$ cat src/rtl/riscv_lsu_pkg.sv
// riscv_lsu_pkg
//   Shared types and helpers for the RV32I load/store unit.
//   - lsu_state_e : access sequencer states (IDLE, REQ, WAIT, DONE)
//   - F3_*        : RV32I funct3 codes for loads/stores
//   - f3_legal    : funct3 legality for a load or a store
//   - lane_off    : byte lane of the addressed item (natural alignment forced)
//   - store_be    : byte enables for a store of a given size
//   - misaligned  : true when the address is not naturally aligned for the size
package riscv_lsu_pkg;

  typedef enum logic [1:0] {
    IDLE = 2'd0,
    REQ  = 2'd1,
    WAIT = 2'd2,
    DONE = 2'd3
  } lsu_state_e;

  localparam logic [2:0] F3_B  = 3'b000;
  localparam logic [2:0] F3_H  = 3'b001;
  localparam logic [2:0] F3_W  = 3'b010;
  localparam logic [2:0] F3_BU = 3'b100;
  localparam logic [2:0] F3_HU = 3'b101;

  // Stores only have the signed-looking encodings; BU/HU are load-only.
  function automatic logic f3_legal(input logic we, input logic [2:0] f3);
    if (we)
      return (f3 == F3_B) || (f3 == F3_H) || (f3 == F3_W);
    return (f3 == F3_B) || (f3 == F3_H) || (f3 == F3_W) ||
           (f3 == F3_BU) || (f3 == F3_HU);
  endfunction

  // sz is funct3[1:0]: 00 byte, 01 half, 10 word.
  function automatic logic [1:0] lane_off(input logic [1:0] sz, input logic [1:0] a);
    case (sz)
      2'b00:   return a;
      2'b01:   return {a[1], 1'b0};
      default: return 2'b00;
    endcase
  endfunction

  function automatic logic [3:0] store_be(input logic [1:0] sz, input logic [1:0] a);
    case (sz)
      2'b00:   return 4'b0001 << a;
      2'b01:   return 4'b0011 << {a[1], 1'b0};
      default: return 4'b1111;
    endcase
  endfunction

  function automatic logic misaligned(input logic [1:0] sz, input logic [1:0] a);
    case (sz)
      2'b01:   return a[0];
      2'b10:   return |a;
      default: return 1'b0;
    endcase
  endfunction

endpackage

$ cat src/rtl/riscv_lsu_align.sv
// riscv_lsu_align
//   Combinational byte-lane steering for the load/store unit.
//   Ports:
//     func3    in  3   RV32I funct3 of the access
//     addr_lo  in  2   low byte-address bits
//     st_data  in  DW  store data from the register file
//     ld_word  in  DW  word returned by the data bus
//     be       out 4   store byte enables
//     st_lanes out DW  store data replicated across lanes
//     ld_data  out DW  selected, sign/zero-extended load result
module riscv_lsu_align
  import riscv_lsu_pkg::*;
#(
  parameter int DW = 32
) (
  input  logic [2:0]    func3,
  input  logic [1:0]    addr_lo,
  input  logic [DW-1:0] st_data,
  input  logic [DW-1:0] ld_word,
  output logic [3:0]    be,
  output logic [DW-1:0] st_lanes,
  output logic [DW-1:0] ld_data
);

  logic [1:0]           off;
  logic [7:0]           ld_byte;
  logic [15:0]          ld_half;
  logic signed [7:0]    byte_s;
  logic signed [15:0]   half_s;
  logic signed [DW-1:0] byte_sx;
  logic signed [DW-1:0] half_sx;

  always_comb begin
    off      = lane_off(func3[1:0], addr_lo);
    be       = store_be(func3[1:0], addr_lo);

    ld_byte  = ld_word[{off, 3'b000} +: 8];
    ld_half  = ld_word[{off[1], 4'b0000} +: 16];
    byte_s   = $signed(ld_byte);
    half_s   = $signed(ld_half);
    byte_sx  = DW'(byte_s);
    half_sx  = DW'(half_s);

    case (func3)
      F3_B:    ld_data = byte_sx;
      F3_BU:   ld_data = DW'(ld_byte);
      F3_H:    ld_data = half_sx;
      F3_HU:   ld_data = DW'(ld_half);
      default: ld_data = ld_word;
    endcase

    case (func3[1:0])
      2'b00:   st_lanes = {4{st_data[7:0]}};
      2'b01:   st_lanes = {2{st_data[15:0]}};
      default: st_lanes = st_data;
    endcase
  end

endmodule

$ cat src/rtl/riscv_lsu.sv
// riscv_lsu
//   Load/store unit for the single-cycle core. Accepts one load/store from
//   the core, runs it over a req/gnt/rvalid data bus and returns the
//   extended load data (or store completion) with a one-cycle rsp_valid.
//   stall freezes the PC and writeback while the access is in flight.
//   Optional build macro LSU_MISALIGN_TRAP_EN: misaligned H/W accesses
//   complete with an error and no bus cycle, and the misalign output exists.
//   Without it, low address bits are ignored to force natural alignment.
//   Ports:
//     cpu_clk, reset (async, active-low)
//     req_valid/req_we/req_func3/req_addr/req_wdata  core request
//     stall                                          hold core (combinational)
//     rsp_valid/rsp_rdata/rsp_err                    completion pulse
//     bus_req/bus_we/bus_addr/bus_be/bus_wdata       bus request side
//     bus_gnt/bus_rvalid/bus_rdata/bus_err           bus response side
//     misalign (macro only)                          misalign trap flag
module riscv_lsu
  import riscv_lsu_pkg::*;
#(
  parameter int AW = 32,
  parameter int DW = 32
) (
  input  logic          cpu_clk,
  input  logic          reset,
  input  logic          req_valid,
  input  logic          req_we,
  input  logic [2:0]    req_func3,
  input  logic [AW-1:0] req_addr,
  input  logic [DW-1:0] req_wdata,
  output logic          stall,
  output logic          rsp_valid,
  output logic [DW-1:0] rsp_rdata,
  output logic          rsp_err,
  output logic          bus_req,
  output logic          bus_we,
  output logic [AW-1:0] bus_addr,
  output logic [3:0]    bus_be,
  output logic [DW-1:0] bus_wdata,
  input  logic          bus_gnt,
  input  logic          bus_rvalid,
  input  logic [DW-1:0] bus_rdata,
  input  logic          bus_err
`ifdef LSU_MISALIGN_TRAP_EN
  ,
  output logic          misalign
`endif
);

  lsu_state_e    state_q, state_d;
  logic          we_q;
  logic [2:0]    f3_q;
  logic [AW-1:0] addr_q;
  logic [DW-1:0] wdata_q;
  logic [DW-1:0] rdata_q;
  logic          err_q;
  logic          accept;
  logic          cap_rsp;
  logic          bad_req;
  logic          mis_req;
  logic [3:0]    al_be;
  logic [DW-1:0] al_wdata;
  logic [DW-1:0] al_rdata;
`ifdef LSU_MISALIGN_TRAP_EN
  logic          mis_q;
`endif

  riscv_lsu_align #(.DW(DW)) u_align (
    .func3    (f3_q),
    .addr_lo  (addr_q[1:0]),
    .st_data  (wdata_q),
    .ld_word  (bus_rdata),
    .be       (al_be),
    .st_lanes (al_wdata),
    .ld_data  (al_rdata)
  );

  // Requests that can never reach the bus go straight to DONE with an error.
  always_comb begin
    bad_req = !f3_legal(req_we, req_func3);
    mis_req = 1'b0;
`ifdef LSU_MISALIGN_TRAP_EN
    mis_req = !bad_req && misaligned(req_func3[1:0], req_addr[1:0]);
`endif
  end

  always_comb begin
    state_d = state_q;
    accept  = 1'b0;
    cap_rsp = 1'b0;
    case (state_q)
      IDLE: if (req_valid) begin
        accept  = 1'b1;
        state_d = (bad_req || mis_req) ? DONE : REQ;
      end
      REQ:  if (bus_gnt) state_d = WAIT;
      WAIT: if (bus_rvalid) begin
        cap_rsp = 1'b1;
        state_d = DONE;
      end
      DONE: state_d = IDLE;
      default: state_d = IDLE;
    endcase
  end

  // Outputs decode from the state so they are all 0 while in reset; stall is
  // additionally gated by reset because req_valid may still be high then.
  always_comb begin
    stall     = reset && (((state_q == IDLE) && req_valid) ||
                          (state_q == REQ) || (state_q == WAIT));
    rsp_valid = (state_q == DONE);
    rsp_err   = (state_q == DONE) && err_q;
    rsp_rdata = (state_q == DONE) ? rdata_q : '0;
    bus_req   = (state_q == REQ);
    bus_we    = (state_q == REQ) && we_q;
    bus_addr  = (state_q == REQ) ? {addr_q[AW-1:2], 2'b00} : '0;
    bus_be    = (state_q == REQ) ? al_be : 4'b0000;
    bus_wdata = (state_q == REQ) ? al_wdata : '0;
`ifdef LSU_MISALIGN_TRAP_EN
    misalign  = (state_q == DONE) && mis_q;
`endif
  end

  always_ff @(posedge cpu_clk or negedge reset) begin
    if (!reset) begin
      state_q <= IDLE;
      err_q   <= 1'b0;
`ifdef LSU_MISALIGN_TRAP_EN
      mis_q   <= 1'b0;
`endif
    end else begin
      state_q <= state_d;
      if (accept) begin
        err_q <= bad_req || mis_req;
`ifdef LSU_MISALIGN_TRAP_EN
        mis_q <= mis_req;
`endif
      end else if (cap_rsp) begin
        err_q <= bus_err;
      end
    end
  end

  // Request fields and the result word are only observed in states entered
  // after an accept, so they carry no reset.
  always_ff @(posedge cpu_clk) begin
    if (accept) begin
      we_q    <= req_we;
      f3_q    <= req_func3;
      addr_q  <= req_addr;
      wdata_q <= req_wdata;
      rdata_q <= '0;
    end else if (cap_rsp) begin
      rdata_q <= (bus_err || we_q) ? '0 : al_rdata;
    end
  end

endmodule

$ cat config.mk
export PLATFORM = sky130hd
export DESIGN_NAME = riscv_lsu
export DESIGN_NICKNAME = d
export VERILOG_FILES = /design/src/rtl/riscv_lsu_pkg.sv /design/src/rtl/riscv_lsu_align.sv /design/src/rtl/riscv_lsu.sv
export SDC_FILE = /design/constraint.sdc
export NUM_CORES = 1
export LEC_CHECK = 0
export CAP_MARGIN = 20
export CORE_MARGIN = 1
export CORE_UTILIZATION = 39
export CTS_CLUSTER_DIAMETER = 50
export DETAILED_ROUTE_END_ITERATION = 6
export GPL_ROUTABILITY_DRIVEN = 0
export HOLD_SLACK_MARGIN = 0.06
export PLACE_DENSITY_LB_ADDON = 0.3
export SYNTH_ARGS = -nofsm -noshare
export SYNTH_HDL_FRONTEND = slang
export SYNTH_SLANG_ARGS = --single-unit
$ cat constraint.sdc
create_clock -name cpu_clk -period 2.28 [get_ports cpu_clk]
set_input_delay 0.57 -clock cpu_clk [delete_from_list [all_inputs] [get_ports cpu_clk]]
set_output_delay 0.57 -clock cpu_clk [all_outputs]
set_load 0.01 [all_outputs]
* Word level (Yosys, flattened, before mapping)
Cells that the tools add are included.
** Word-level totals
- Output and inout bits :: 105
- Input port bits :: 106
- Register bits after elaboration :: 103
- Word-level logic and storage cells :: 66
** Cells by class
- Reduce and logical (&&, ||, !) cells :: 18
- Equality and inequality tests :: 14
- Multiplexer cells :: 23
- Shifts and indexed selects :: 4
** Operators with widths (number)
- 32-bit 2-to-1 mux :: 4
- 32-bit case mux with 4 select lines :: 1
- 32-bit case mux with 2 select lines :: 1
- 32-bit by 6-bit variable part select with 16-bit output :: 1
- 32-bit by 6-bit variable part select with 8-bit output :: 1
- 3-bit equality test, second input constant :: 4
- 1-bit 2-to-1 mux :: 9
- 2-bit 2-to-1 mux :: 4
- 2-bit case mux with 4 select lines :: 1
- 4-bit case mux with 2 select lines :: 1
- 1-bit logical OR :: 7
- 3-bit by 1-bit equality test with 1-bit output, second input constant :: 2
- 3-bit logical NOT :: 2
- 2-bit by 1-bit equality test with 1-bit output, second input constant :: 2
- 2-bit equality test, second input constant :: 2
- 1-bit logical AND :: 4
- 2-bit logical NOT :: 2
- 4-bit 2-to-1 mux :: 1
- 2-bit inequality test, second input constant :: 2
- 2-bit case mux with 2 select lines :: 1
- 1-bit by 2-bit << shifter with 4-bit output, first input constant :: 1
- 2-bit by 2-bit << shifter with 4-bit output, first input constant :: 1
- 3-bit by 2-bit equality test with 1-bit output, second input constant :: 1
- 3-bit AND reduction :: 1
- other kinds (3) :: 3

* Longest topological paths before layout
Gate-level depths: netlist of the first run.
- Word-level depth :: 9
- Gate-level depth with buffers :: 9

* Modules after synthesis
Synthesis of the first run repeated with hierarchy kept, for this count alone.
** Second synthesis, totals
- Cells, all modules :: 473
- Area total of the unflattened synthesis :: 5247.5 um2
** By module, submodules not included
- riscv_lsu :: cells an instance 318, times used 1, area each 4052.6 um2
- riscv_lsu_align :: cells an instance 155, times used 1, area each 1194.9 um2

* Least setup slack after synthesis of the first run
OpenSTA, ideal clock, no wires.
- Path kind :: reg-to-reg
- Start point :: register state_q[0]
- End point :: register rdata_q[21]
- Data required time :: 2.158 ns
- Stages on the path, launching flop included :: 10
- Path buffers :: 3
- Slack :: 0.124 ns
- Arrival :: 2.034 ns
- Library setup time :: 0.122 ns
- Path through :: dfrtp_1 inv_1 ha_1 and2_1 buf_6 nor4_4 and4_1 clkbuf_1 buf_6 a221o_1
** On the way
- Word-level cells in the longest chain between the ends :: 2
- Elaborated cells between the ends (all ways) :: 4
- Those cells by class :: eq/ne (1); mux (2); reduce/logical (1)
** RTL lines
- from (decl) :: line riscv_lsu.sv:49 : lsu_state_e state_q, state_d;
- from (signal assigned) :: line riscv_lsu.sv:131 : state_q <= state_d;
- 2-bit logical NOT :: line riscv_lsu.sv:90 : case (state_q)
- 1-bit 2-to-1 mux :: line riscv_lsu.sv:90
- via accept :: line riscv_lsu.sv:56 : logic accept;
- to (signal assigned) :: line riscv_lsu.sv:153 : rdata_q <= (bus_err || we_q) ? '0 : al_rdata;
- to (decl) :: line riscv_lsu.sv:54 : logic [DW-1:0] rdata_q;
The timed path passes the listed nets, and every way through them passes these cells.
A chain may end at the register's enable or synchronous reset.

* Worst setup path after layout of the first run
- Start point :: register f3_q[1]
- End point :: output port bus_be[0]
** On the way
- Word-level cells in the longest chain between the ends :: 3
- Elaborated cells between the ends (all ways) :: 4
- Those cells by class :: eq/ne (1); mux (2); reduce/logical (1)
** RTL lines
- from (decl) :: line riscv_lsu.sv:51 : logic [2:0] f3_q;
- from (signal assigned) :: line riscv_lsu.sv:148 : f3_q <= req_func3;
- 2-bit by 1-bit equality test with 1-bit output or 2-bit logical NOT (tied branches) :: line riscv_lsu_pkg.sv:42 : case (sz)
- 4-bit case mux with 2 select lines * :: line riscv_lsu_pkg.sv:42
- 4-bit 2-to-1 mux * :: line riscv_lsu.sv:116 : bus_be = (state_q == REQ) ? al_be : 4'b0000;
- to (decl) :: line riscv_lsu.sv:37 : output logic [3:0] bus_be,
Mark *: on every way between the ends. The rest lies on a longest branch, timed or not.

==> parameters.txt, run 1 <==
Parameter                              Value

STA
  Number of max-slew violations in the final report    0
  Setup violations, final    0
  Setup TNS Final    0 ns
  Worst max-slew margin expressed relative to the limit    62.2%
  Post-route setup slack    0.00884 ns
  Final period utilization    99.6%
  Timing-limited maximum frequency    440 MHz
  Worst clock skew    0.00491 ns
  Setup repair after global routing missed its margin    true
  Number of endpoints with negative hold slack in the final report    0
  Worst Max-Slew Pin Slew    0.567 ns
  Final hold slack    0.459 ns
  Final critical delay including setup and external delays    2.27 ns

Critical path
  Sort of element at the start of the critical path    flop
  Maximum cell stage delay along the critical path    0.45 ns
  Critical path arrival    1.70 ns
  Worst Setup End Kind    primary output
  FF-to-FF End    rdata_q[8]
  Worst-path fanout max    5
  Master of the slowest instance on the critical path    edfxtp_1
  Internal reg-to-reg setup slack    0.21 ns
  Critical path class    reg2out
  Reg-to-reg startpoint    state_q[1]
  Data required, critical path    1.71 ns
  Worst-case reg-to-reg path depth    8
  Cell breakdown of the critical path    or3b_1, nand2_1, a21oi_1, dlygate4sd2_1

Detailed routing
  Count of antenna-violating nets left after detailed routing    0
  Routed wire length    14,300 um
  Avg WL per Cell    17.4 um
  Number of violations reported at the end of detailed-routing iteration 0    176
  Total number of vias    4,141
  Detailed-route vias per instance    5.06
  Number of search-and-repair iterations in the first detailed-routing pass    5
  DRC viols    0

Logic synthesis
  Post-Synth Adder-Cell Area    1.28%
  Number of warning messages in the yosys log    0
  Average footprint of a synthesized cell    11.8 um2
  Flop and latch count out of synthesis    103
  Number of enable-type register cells in the synthesized netlist    68
  Top FF cell, synth    edfxtp_1
  Compound-gate portion of the synthesized area    14.2%
  Synth area leader    edfxtp_1
  Synthesized cell area    4880 um2
  Yosys cell types    43
  Top post-synthesis cells by area    edfxtp_1 (42%), dfxtp_1 (13%), and2_1 (9.4%)
  Synthesized-area fraction occupied by xor and xnor cells    0%
  Ys async rst share    2.91%
  Simple-gate portion of the synthesized area    16.5%
  Sequential fraction of the synthesis area    56.5%
  Largest family of logic cells by synthesized area    simple AND/OR/NAND/NOR gates
  Fraction of synthesized area in multiplexers    7.26%
  Number of instances in the synthesized netlist    414
  Synth top area share    41.8%

Hold path
  Hold Crit Class    reg2reg
  Worst Hold Path Cells    2
  Hold Path Origin    rdata_q[2]
  End point of the worst hold path    rdata_q[2]

Floorplanning
  Initial Utilization    40.3%
  Width of the chip    114 um
  I/O pins    211
  Core Region    12,100 um2
  Height of the chip    114 um
  Total number of placement rows    40
  Die area    13,000 um2

Power
  Ratio of total power to cell area    929 nW/um2
  Leak pwr    0.00317 uW
  Maximum vdd ir drop    0.556 mV

Place
  Cell area after placement    7300 um2
  Worst setup slack after placement    -0.153 ns
  Detailed placer's ending HPWL    10,200 um
  Number of port buffers    208

Cells and area
  Fraction of layout instances using a drive strength above 1    18.2%
  Finished Core Util    64.4%
  Final net count    756
  Non-Filler Cell Area, Final    7800 um2
  Leading cell type in the layout, fill and taps excluded    clkdlybuf4s50_1
  Most used cells in the layout excluding fill and tap cells    clkdlybuf4s50_1 (105), and2_1 (72), edfxtp_1 (68)
  P&R area growth vs syn    59.8%

GRT
  Tot GR Track Use    22.2%
  Pin count of the biggest net entering global routing    71
  Sum of overflow across all layers after global routing    0
  Global-route wire length before repair    21,900 um
  Antenna violations before repair    1
  Via count of the first global-routing pass    4,252

Clock network
  Clock tree from TritonCTS    done
  Source-to-sink clock delay at the later pin of the worst-skew pair    0.34 ns
  CTS Buf Count    9
  Post-cts hold buffer count    0
  Sink count of the clock tree    103
  Clock-pin slew on the worst setup and hold paths    0.07 ns
  Clock H-tree levels    3
  Largest buffer count on any clock path    2
  Clock Tree Root    clkbuf_16

Outcome
  Run status    complete, no violations

Run
  Max-cap viol count    0
==> kinds of logic (layout without fill, tap and decap cells) <==
group                      after synthesis  in the layout
buffers and inverters                   41            276
adders and majority gates                5              5
other                                    1              3
AOI/OAI and AO/OA                       87             87
and+or+nand+nor                        145            145
DFF                                    103            103
muxes                                   32             32
==> layer usage <==
| metal | share of wire (%) | vias to the layer above | global-route usage (%) | wire length, um |
|---|---|---|---|---|
| met4 | 2.0 | 0 | 6.58 | 280 |
| met2 | 48 | 214 | 37.7 | 6850 |
| li1 | - | 1966 | - | - |
| met3 | 10 | 19 | 7.76 | 1460 |
| met1 | 40 | 1942 | 26.5 | 5690 |
| met5 | 0 | - | 0 | 0 |
==> synth_stat cells, drive strengths merged, types with 5 or more instances <==
cell,count
a21boi,9
a21oi,7
a221o,16
a22o,8
a2bb2oi,7
and2,73
buf,11
clkbuf,21
dfxtp,32
edfxtp,68
ha,5
inv,9
mux2,7
mux2i,23
nand2,39
nor2,14
nor2b,8
o211a,8
o21ai,14
o221ai,5
o22ai,8
==> critical path: cells and delay by family (launching register included) <==
family / cells / cell delay (ns)
AOI/OAI and AO/OA: 1 / 0.07
buffers and inverters: 1 / 0.30
and+or+nand+nor: 2 / 0.54
DFF: 1 / 0.45
==> how the worst max path moves through the flow <==
stage | start | to | slack [ns] | depth (start not counted)
after floorplan | state_q[0] | rdata_q[21] | 0.12 | 9
after global placement | req_valid | stall | -0.15 | 4
after detailed placement | req_valid | stall | -0.15 | 4
after CTS | state_q[0] | stall | -0.04 | 5
after global routing | f3_q[1] | bus_be[2] | -0.10 | 4
final | f3_q[1] | bus_be[0] | 0.009 | 4
==> registers in the layout, indices dropped and copies added (netlist names) <==
register	flops
wdata_q	32
we_q	1
err_q	1
rdata_q	32
state_q	2
f3_q	3
addr_q	32
==> cell type report <==
cell class	count	area, um2
antenna	1	2.50
clock buffer	9	225
clock inverter	7	96.3
fill	949	4320
inverter	9	33.8
multi-input combinational	271	1990
sequential	103	2760
tap	168	210
timing repair buffer	251	2470
==> report_power, final <==
group | internal [uW] | total (uW) | switching (uW)
registers | 2430 | 2620 | 192
logic | 1540 | 2980 | 1440
clock network | 966 | 1640 | 674
total | 4940 | 7240 | 2310
==> timing repair <==
action | 4_1_cts | 5_1_grt
endpoints found under the setup margin | 103 | 81
pin swaps | 1 | 1
resized for setup | 167 | 95
endpoints found under the hold margin | 0 | 0
gates cloned | 1 | 2
buffers inserted | 10 | 2
==> stage by stage <==
step / power, uW / cells
6_report: 7240 / 819
5_1_grt: 7650 / 819
4_1_cts: 7110 / 814
3_5_place_dp: 5490 / 787
3_3_place_gp: 5430 / 787
2_1_floorplan: 3970 / 415
No activity file was read; power rests on OpenSTA's default activity.
==> run 2: changes to the inputs <==
--- a/config.mk
+++ b/config.mk
@@ -11,6 +11,7 @@
 export CTS_CLUSTER_DIAMETER = 50
 export DETAILED_ROUTE_END_ITERATION = 6
 export GPL_ROUTABILITY_DRIVEN = 0
+export GPL_TIMING_DRIVEN = 0
 export HOLD_SLACK_MARGIN = 0.06
 export PLACE_DENSITY_LB_ADDON = 0.3
 export SYNTH_ARGS = -nofsm -noshare
==> parameters.txt, run 2 (synthesized netlist as in run 1, its figures left out) <==
Parameter                              Value

Detailed routing
  Total number of vias    4,270
  DRC viols    0
  Detailed-route vias per instance    5.08
  Number of violations reported at the end of detailed-routing iteration 0    284
  Number of search-and-repair iterations in the first detailed-routing pass    4
  Routed wire length    15,700 um
  Avg WL per Cell    18.7 um
  Count of antenna-violating nets left after detailed routing    0

Cells and area
  Most used cells in the layout excluding fill and tap cells    clkdlybuf4s50_1 (107), edfxtp_1 (68), and2_1 (53)
  Final net count    779
  P&R area growth vs syn    66.5%
  Non-Filler Cell Area, Final    8130 um2
  Largest registers    addr_q x32, rdata_q x32, wdata_q x32
  Number of diodes added for antenna fixing    0
  Fraction of layout instances using a drive strength above 1    28.9%
  Filler cells    949
  Leading cell type in the layout, fill and taps excluded    clkdlybuf4s50_1

Hold path
  Hold Crit Class    in2async

Floorplanning
  Height of the chip    114 um
  Width of the chip    114 um
  Core Region    12,100 um2
  Initial Utilization    40.3%
  I/O pins    211
  Total number of placement rows    40
  Die area    13,000 um2

STA
  Final period utilization    107%
  Worst Max-Slew Pin Slew    0.513 ns
  Worst max-slew margin expressed relative to the limit    65.8%
  Post-route setup slack    -0.157 ns
  Timing-limited maximum frequency    410 MHz
  Worst clock skew    0.00562 ns
  Setup repair after global routing missed its margin    true
  Setup violations, final    55
  Setup TNS Final    -3.09 ns
  Number of max-slew violations in the final report    0
  Number of endpoints with negative hold slack in the final report    0
  Final critical delay including setup and external delays    2.44 ns

Critical path
  Worst Setup End Kind    primary output
  Critical path launch point    state_q[0]
  Data required, critical path    1.71 ns
  Sort of element at the start of the critical path    flop
  Internal reg-to-reg setup slack    -0.03 ns
  Worst-case reg-to-reg path depth    10
  Critical path arrival    1.87 ns
  Worst-path fanout max    5
  FF-to-FF End    rdata_q[16]
  Critical path class    reg2out
  Reg-to-reg startpoint    state_q[0]

Outcome
  Failing checks    setup timing
  Run status    finished with violations

Clock network
  Clock-pin slew on the worst setup and hold paths    0.07 ns
  CTS Buf Count    9
  Largest buffer count on any clock path    2
  Source-to-sink clock delay at the later pin of the worst-skew pair    0.34 ns
  Clock H-tree levels    3
  Clock Tree Root    clkbuf_16
  Clock tree from TritonCTS    done
  Sink count of the clock tree    103
  Post-cts hold buffer count    0

Run
  Max-cap viol count    0

Power
  Ratio of total power to cell area    933 nW/um2
  Maximum vdd ir drop    0.536 mV
  Leak pwr    0.00391 uW
  Overall Power    7590 uW

GRT
  Tot GR Track Use    24.0%
  Antenna violations before repair    0
  Global-route wire length before repair    23,400 um
  Sum of overflow across all layers after global routing    0
  Via count of the first global-routing pass    4,494
  Pin count of the biggest net entering global routing    38

Place
  Worst setup slack after placement    -0.900 ns
  Number of port buffers    208
  Cell area after placement    7180 um2
  Detailed placer's ending HPWL    10,800 um
[run 2: metrics by stage]
step	cells	utilization, %	hold slack (ns)
floorplan	415	-	0.274
finish	840	67.1	0.428
detailed placement	791	59.2	0.438
global route	840	67.1	0.431
global placement	791	59.2	0.431
CTS	831	65.0	0.431
[run 2: worst max path at each step]
stage / to / slack, ns / cells after the start
detailed placement: bus_wdata[27] / -0.90 / 6
finish: bus_addr[26] / -0.16 / 8
CTS: rsp_rdata[9] / -0.23 / 4
floorplan: rdata_q[21] / 0.12 / 9
global placement: bus_wdata[27] / -0.88 / 6
global route: bus_addr[18] / -0.20 / 8
[run 2: cell type report]
class	instances	area (um2)	area share (%)
clock inverter	4	47.5	0.585
tap	168	210	2.59
multi-input combinational	271	2070	25.5
inverter	9	40.0	0.493
clock buffer	11	233	2.86
sequential	103	2760	34.0
buffer	28	347	4.26
timing repair buffer	246	2420	29.8
[run 2: worst max-delay path, cell delays in order, from the launching register on]
cell	delay [ns]
dfrtp_2	0.44
buf_6	0.13
ha_4	0.17
buf_12	0.13
clkbuf_16	0.15
buf_8	0.12
clkbuf_16	0.14
and2_4	0.13
buf_6	0.11
[run 2: layer usage]
metal | track usage, % | part of all wire, % | vias to the layer above
met2 | 40.4 | 49 | 208
met5 | 0 | 0 | -
met1 | 29.0 | 40 | 2030
li1 | - | - | 2010
met4 | 7.53 | 2.0 | 0
met3 | 8.29 | 9.0 | 22
[run 2: repair_timing]
item	in CTS	in global routing
endpoints found under the setup margin	129	114
resized for setup	329	118
setup buffers	23	11
pin swaps	3	13
gates cloned	4	1
[run 2: power by group]
group | internal [uW] | switching, uW
Sequential | 2430 | 189
Clock | 843 | 666
Combinational | 1870 | 1580
Total | 5150 | 2440
